### src/rtl/cpu_pkg.sv
// Shared constants for the CPU user-memory space: I/O base, register offsets,
// CTRL/STATUS bit positions and the address decode helper.
package cpu_pkg;

   localparam logic [7:0] IO_BASE_DEFAULT = 8'hF0;

   localparam logic [7:0] OFF_GPIO_OUT = 8'd0;
   localparam logic [7:0] OFF_GPIO_IN  = 8'd1;
   localparam logic [7:0] OFF_RELOAD   = 8'd2;
   localparam logic [7:0] OFF_COUNT    = 8'd3;
   localparam logic [7:0] OFF_CTRL     = 8'd4;
   localparam logic [7:0] OFF_STATUS   = 8'd5;

   localparam int CTRL_TEN = 0;
   localparam int CTRL_TIE = 1;
   localparam int CTRL_GIE = 2;
   localparam int STAT_TF  = 0;
   localparam int STAT_GF  = 1;

   typedef struct packed {
      logic gie;
      logic tie;
      logic ten;
   } ctrl_t;

   typedef enum logic [2:0] {
      SEL_RAM,
      SEL_GPIO_OUT,
      SEL_GPIO_IN,
      SEL_RELOAD,
      SEL_COUNT,
      SEL_CTRL,
      SEL_STATUS,
      SEL_NONE
   } reg_sel_e;

   function automatic reg_sel_e decode_addr(input logic [7:0] addr, input logic [7:0] base);
      reg_sel_e   sel;
      logic [7:0] off;
      off = addr - base;
      sel = SEL_NONE;
      if (addr < base) begin
         sel = SEL_RAM;
      end else begin
         case (off)
            OFF_GPIO_OUT: sel = SEL_GPIO_OUT;
            OFF_GPIO_IN:  sel = SEL_GPIO_IN;
            OFF_RELOAD:   sel = SEL_RELOAD;
            OFF_COUNT:    sel = SEL_COUNT;
            OFF_CTRL:     sel = SEL_CTRL;
            OFF_STATUS:   sel = SEL_STATUS;
            default:      sel = SEL_NONE;
         endcase
      end
      return sel;
   endfunction

   // Sticky flags: a set request on the same edge as a clear always wins.
   function automatic logic [1:0] flags_next(input logic [1:0] cur, input logic [1:0] set,
                                             input logic [1:0] clr);
      return set | (cur & ~clr);
   endfunction

endpackage

### src/rtl/user_timer.sv
// Down-counting reload timer: COUNT decrements while enabled and reloads from
// RELOAD after reaching zero, raising a one-cycle TF set request on that edge.
import cpu_pkg::*;

module user_timer (
   input  logic       clk,
   input  logic       reset,
   input  logic       ten,
   input  logic       ten_load,
   input  logic [7:0] reload,
   output logic [7:0] count,
   output logic       tf_set
);

   logic [7:0] count_q;
   logic [7:0] count_d;

   // Next count: an enable write restarts the period, otherwise count down and wrap.
   always_comb begin
      count_d = count_q;
      tf_set  = 1'b0;
      if (ten_load) begin
         count_d = reload;
      end else if (ten) begin
         if (count_q == 8'd0) begin
            count_d = reload;
            tf_set  = 1'b1;
         end else begin
            count_d = count_q - 8'd1;
         end
      end else begin
         count_d = count_q;
      end
   end

   // Count register.
   always_ff @(posedge clk or negedge reset) begin
      if (!reset) begin
         count_q <= 8'd0;
      end else begin
         count_q <= count_d;
      end
   end

   assign count = count_q;

endmodule

### src/rtl/user_io.sv
// CPU user-memory slave: RAM below IO_BASE, GPIO/timer/interrupt registers above,
// combinational reads and edge-committed writes.
import cpu_pkg::*;

module user_io #(
   parameter logic [7:0] IO_BASE = IO_BASE_DEFAULT
) (
   input  logic       clk,
   input  logic       reset,
   input  logic [7:0] usermem_address,
   input  logic [7:0] usermem_data_out,
   input  logic       rw,
   output logic [7:0] usermem_data_in,
   output logic       interrupt,
   input  logic [7:0] gpio_in,
   output logic [7:0] gpio_out
);

   logic [7:0] ram_q [0:int'(IO_BASE)-1];

   logic [7:0] gpio_out_q, gpio_out_d;
   logic [7:0] reload_q,   reload_d;
   ctrl_t      ctrl_q,     ctrl_d;
   logic [1:0] status_q,   status_d;
   logic       irq_q,      irq_d;
   logic [7:0] sync1_q,    sync1_d;
   logic [7:0] sync2_q,    sync2_d;
   logic       sync3_q,    sync3_d;

   reg_sel_e   sel;
   logic       ten_load;
   logic       tf_set;
   logic       gf_set;
   logic [1:0] status_clr;
   logic [7:0] count;

   user_timer u_timer (
      .clk      (clk),
      .reset    (reset),
      .ten      (ctrl_q.ten),
      .ten_load (ten_load),
      .reload   (reload_q),
      .count    (count),
      .tf_set   (tf_set)
   );

   // Address decode and write-side strobes.
   always_comb begin
      sel        = decode_addr(usermem_address, IO_BASE);
      ten_load   = 1'b0;
      status_clr = 2'b00;
      if (rw && (sel == SEL_CTRL)) begin
         ten_load = usermem_data_out[CTRL_TEN] & ~ctrl_q.ten;
      end else begin
         ten_load = 1'b0;
      end
      if (rw && (sel == SEL_STATUS)) begin
         status_clr = usermem_data_out[1:0];
      end else begin
         status_clr = 2'b00;
      end
   end

   // Register next-state, synchroniser shift and interrupt request.
   always_comb begin
      gpio_out_d = gpio_out_q;
      reload_d   = reload_q;
      ctrl_d     = ctrl_q;
      if (rw) begin
         case (sel)
            SEL_GPIO_OUT: gpio_out_d = usermem_data_out;
            SEL_RELOAD:   reload_d   = usermem_data_out;
            SEL_CTRL:     ctrl_d     = ctrl_t'(usermem_data_out[2:0]);
            default:      gpio_out_d = gpio_out_q;
         endcase
      end else begin
         gpio_out_d = gpio_out_q;
      end
      // The third flop only needs bit 0: it remembers the previous synchronised level.
      gf_set   = sync2_q[0] & ~sync3_q;
      sync1_d  = gpio_in;
      sync2_d  = sync1_q;
      sync3_d  = sync2_q[0];
      status_d = flags_next(status_q, {gf_set, tf_set}, status_clr);
      irq_d    = (status_q[STAT_TF] & ctrl_q.tie) | (status_q[STAT_GF] & ctrl_q.gie);
   end

   // Control and status registers.
   always_ff @(posedge clk or negedge reset) begin
      if (!reset) begin
         gpio_out_q <= 8'd0;
         reload_q   <= 8'd0;
         ctrl_q     <= ctrl_t'(3'd0);
         status_q   <= 2'd0;
         irq_q      <= 1'b0;
         sync1_q    <= 8'd0;
         sync2_q    <= 8'd0;
         sync3_q    <= 1'b0;
      end else begin
         gpio_out_q <= gpio_out_d;
         reload_q   <= reload_d;
         ctrl_q     <= ctrl_d;
         status_q   <= status_d;
         irq_q      <= irq_d;
         sync1_q    <= sync1_d;
         sync2_q    <= sync2_d;
         sync3_q    <= sync3_d;
      end
   end

   // RAM keeps its contents through reset, but a write during reset is dropped.
   always_ff @(posedge clk) begin
      if (rw && reset && (sel == SEL_RAM)) begin
         ram_q[usermem_address] <= usermem_data_out;
      end
   end

   // Combinational read mux.
   always_comb begin
      usermem_data_in = 8'h00;
      case (sel)
         SEL_RAM:      usermem_data_in = ram_q[usermem_address];
         SEL_GPIO_OUT: usermem_data_in = gpio_out_q;
         SEL_GPIO_IN:  usermem_data_in = sync2_q;
         SEL_RELOAD:   usermem_data_in = reload_q;
         SEL_COUNT:    usermem_data_in = count;
         SEL_CTRL:     usermem_data_in = {5'd0, ctrl_q};
         SEL_STATUS:   usermem_data_in = {6'd0, status_q};
         default:      usermem_data_in = 8'h00;
      endcase
   end

   assign gpio_out  = gpio_out_q;
   assign interrupt = irq_q;

endmodule

### config.mk
export PLATFORM = sky130hd
export DESIGN_NAME = user_io
export DESIGN_NICKNAME = d
export VERILOG_FILES = /design/src/rtl/cpu_pkg.sv /design/src/rtl/user_timer.sv /design/src/rtl/user_io.sv
export SDC_FILE = /design/constraint.sdc
export NUM_CORES = 2
export LEC_CHECK = 0
export BUFFER_PORTS_ARGS = -buffer_cell sky130_fd_sc_hd__buf_2
export CORE_MARGIN = 4
export CORE_UTILIZATION = 40
export CTS_CLUSTER_DIAMETER = 100
export DETAILED_ROUTE_END_ITERATION = 7
export GPL_ROUTABILITY_DRIVEN = 0
export MAX_ROUTING_LAYER = met4
export SYNTH_ARGS = -nofsm -noshare
export SYNTH_HDL_FRONTEND = slang
export SYNTH_SLANG_ARGS = --single-unit
### constraint.sdc
create_clock -name clk -period 3.7 [get_ports clk]
set_input_delay 0.74 -clock clk [delete_from_list [all_inputs] [get_ports clk]]
set_output_delay 0.74 -clock clk [all_outputs]
set_load 0.05 [all_outputs]
==> run_results.csv <==
group,metric,value,unit
global_routing,antenna_found_initial,9,
power_and_ir_drop,finalPower,48000,uW
cts,cts.clk_slew.worst_paths,0.05,ns
worst_setup_path,critical_path.startpoint,"usermem_address[7]",
cts,clockBufferDepth,3,
worst_setup_path,crit_buf_inv,5,
yosys,ys.flop_type,"edfxtp_1",
worst_setup_path,crit_path_cell_trace,"buf_2 -> buf_4 -> nand4bb_1 -> buf_4 -> o22ai_2 -> o21ai_1 -> o2111ai_2 -> a2111oi_4 -> nand4_1 -> buf_12 -> o22ai_4 -> buf_12",
flow_run,maxCapViolations,0,
sta,worst_slew_pin_slew,1.19,ns
route,drtIter0Drc,6086,
floorplanning,rows,160,
cts,cts_buffers,200,
worst_setup_path,cp_top_family,"buffers and inverters",
sta,final.setup.worst_slack,-0.678,ns
worst_setup_path,r2r-start,"u_timer.count[6]",
route,drc,0,
route,vias,43200,
floorplanning,dieArea,200000,um^2
sta,relSlewSlack,0.205,
sta,period_share,1.18,
floorplanning,io_pins,44,
yosys,async_reset_ff_frac,0.0239,
worst_setup_path,worstSetupPathType,"in2out",
worst_setup_path,end_kind,"output port",
placed_design,port_buffers,43,
worst_setup_path,cp_slowest_cell,"nand4_1",
sta,clock_skew,0.0278,ns
sta,hold_violations,0,
sta,setup_viol,8,
yosys,syn_nets,3741,
worst_setup_path,crit_arrival,3.64,ns
floorplanning,die_h,447,um
finish,stdcell_count,7370,
worst_setup_path,cp_slowest_stage_delay,0.40,ns
global_routing,grt_pass1_wl,329000,um
sta,fmax,228,MHz
route,ant_nets,0,
power_and_ir_drop,worst_ir_drop_vdd,0.000409,V
global_routing,grt_pass1_vias,42400,
route,first_pass_iters,6,
finish,syn_to_final_growth,23.3,%
placed_design,dp_slack,-1.48,ns
status,status,"finished, violations left",
finish,drive_gt1_frac,0.383,
floorplanning,core_area,191000,um^2
sta,slew_viol_final,0,
sta,rsz0062_at_grt,"true",
global_routing,globalRouteOverflowTotal,0,
min_path,min_from,"rw",
floorplanning,die_w,447,um
global_routing,grt_use_total,0.241,
cts,h-tree-depth,4,
worst_setup_path,required,2.96,ns
finish,final_common_cell,"edfxtp_1",
global_routing,grt_max_degree,134,
finish,layout_common_cells,"edfxtp_1, buf_4, mux4_2",
route,wire_per_inst,31.7,um
yosys,ys_seq_area_frac,0.764,
sta,timing.hold.ws,0.310,ns
sta,period_minus_slack,4.38,ns
cts,clock_latency,0.84,ns
placed_design,hpwlAfterDp,157000,um
yosys,syn_area_per_cell,20.8,um^2
yosys,synth-edff-count,1920,
floorplanning,start_util,0.404,
power_and_ir_drop,p_leak,0.0316,uW
yosys,synthCells,3712,
yosys,ys_warn_count,0,
cts,cts_sinks,1967,
power_and_ir_drop,power_density,505,nW/um^2
yosys,netlist_area,77100,um^2
placed_design,dp.cells,6931,
yosys,ys_ff_latch,1967,
worst_setup_path,startpoint_type,"input pin",
min_path,hold_path.class,"in2reg",
worst_setup_path,crit_fanout,11,
status,violations,"negative setup slack",
route,drt_wl_total,234000,um
route,vias_per_cell,5.86,
cts,tritoncts,"done",
yosys,synth_cell_types,80,
cts,root_buffer,"clkbuf_16",
sta,tns,-4.52,ns
finish,nets,4720,
-- stage by stage --
| stage | area, um^2 | util |
|---|---|---|
| 2_1_floorplan | 77100 | - |
| 3_3_place_gp | 86600 | 0.454 |
| 3_5_place_dp | 86600 | 0.454 |
| 4_1_cts | 94500 | 0.496 |
| 5_1_grt | 95000 | 0.498 |
| 6_report | 95000 | 0.498 |
-- Yosys cell counts (11+ instances only) --
| cell type | n | share of area |
|---|---|---|
| a2111oi_0 | 11 | 0.0013 |
| nor3_1 | 55 | 0.0036 |
| a22oi_1 | 72 | 0.0070 |
| dfrtp_1 | 47 | 0.015 |
| nand4_1 | 21 | 0.0017 |
| a221oi_1 | 12 | 0.0014 |
| o22ai_1 | 62 | 0.0050 |
| nor4_1 | 16 | 0.0013 |
| nor2_1 | 293 | 0.014 |
| nor2b_1 | 18 | 0.0015 |
| buf_4 | 39 | 0.0038 |
| a22o_1 | 13 | 0.0015 |
| a21oi_1 | 50 | 0.0032 |
| o21ai_0 | 58 | 0.0038 |
| clkbuf_1 | 71 | 0.0035 |
| nand2_1 | 74 | 0.0036 |
| nand2b_1 | 13 | 0.0011 |
| mux4_2 | 437 | 0.13 |
| mux2i_1 | 105 | 0.014 |
| mux2_2 | 28 | 0.0041 |
| buf_6 | 52 | 0.0076 |
| nand3_1 | 35 | 0.0023 |
| a211oi_1 | 16 | 0.0016 |
| buf_2 | 46 | 0.0030 |
| edfxtp_1 | 1920 | 0.75 |
-- power breakdown --
group	total, uW	leakage, uW	internal [uW]	switching, uW
sequential	24600	0.0178	24500	78.7
combinational	3400	0.0107	1380	2020
clock	20000	0.00314	11400	8600
total	48000	0.0316	37300	10700
-- state kept, by name (all words and copies together), names as in the netlist --
register       count
status_q           2
u_timer.count      8
reload_q           8
sync3_q            1
ram_q           1920
gpio_out           8
ctrl_q             3
sync1_q            8
interrupt          1
sync2_q            8
-- per-layer routing --
metal  global-route usage  vias up  share of wire
met3               0.0502      400          0.095
met2                0.364     2422           0.47
met4               0.0791        0          0.039
met1                0.329    22900           0.40
met5                    -        -              0
li1                     -    17500              -
-- repair_timing --
item | 4_1_cts | 5_1_grt
pin swaps | 42 | 25
gates resized for setup | 182 | 56
setup endpoints to repair | 8 | 8
cloned | 5 | 0
hold endpoints to repair | 52 | 0
hold buffers | 9 | 0
buffers inserted | 41 | 19
-- layout make-up --
cell class                 instances  area [um^2]
fill                           15300        95800
sequential                      1967        58800
multi-input combinational       1512        17400
timing repair buffer            1006         9070
clock buffer                     249         5220
tap                             2511         3140
clock inverter                   119         1250
inverter                           4         15.0
antenna                            2         5.00
-- worst register-to-register path, stage by stage (launching register included) --
cell and delay, ns:
dfrtp_1 0.45, nor4_1 0.47, nand3_1 0.17, o21ai_1 0.11
buf_4 0.23, nor3_1 0.09, a22oi_1 0.14, o21ai_0 0.09
-- worst paths after layout --
check	cells past startpoint	slack [ns]	to
min in group asynchronous	3	0.56	gpio_out[4]
worst min register to register	0	0.36	sync2_q[6]
worst max register to register	7	1.84	u_timer.count[5]
worst min-delay path	4	0.31	status_q[1]
max in group asynchronous	3	2.73	u_timer.count[2]
worst max-delay path	12	-0.68	usermem_data_in[1]
-- kinds of logic (layout without fill, tap and decap cells) --
| logic type | count (synthesis) | in the layout | synth area share |
|---|---|---|---|
| DFF | 1967 | 1967 | 0.764 |
| adders and majority gates | 2 | 2 | 0.000325 |
| and+or+nand+nor | 582 | 582 | 0.0354 |
| other | 0 | 2 | 0 |
| muxes | 580 | 580 | 0.149 |
| AOI/OAI and AO/OA | 348 | 348 | 0.0307 |
| buffers and inverters | 233 | 1378 | 0.0211 |
Note: power is estimated with default switching activity, not from simulation.
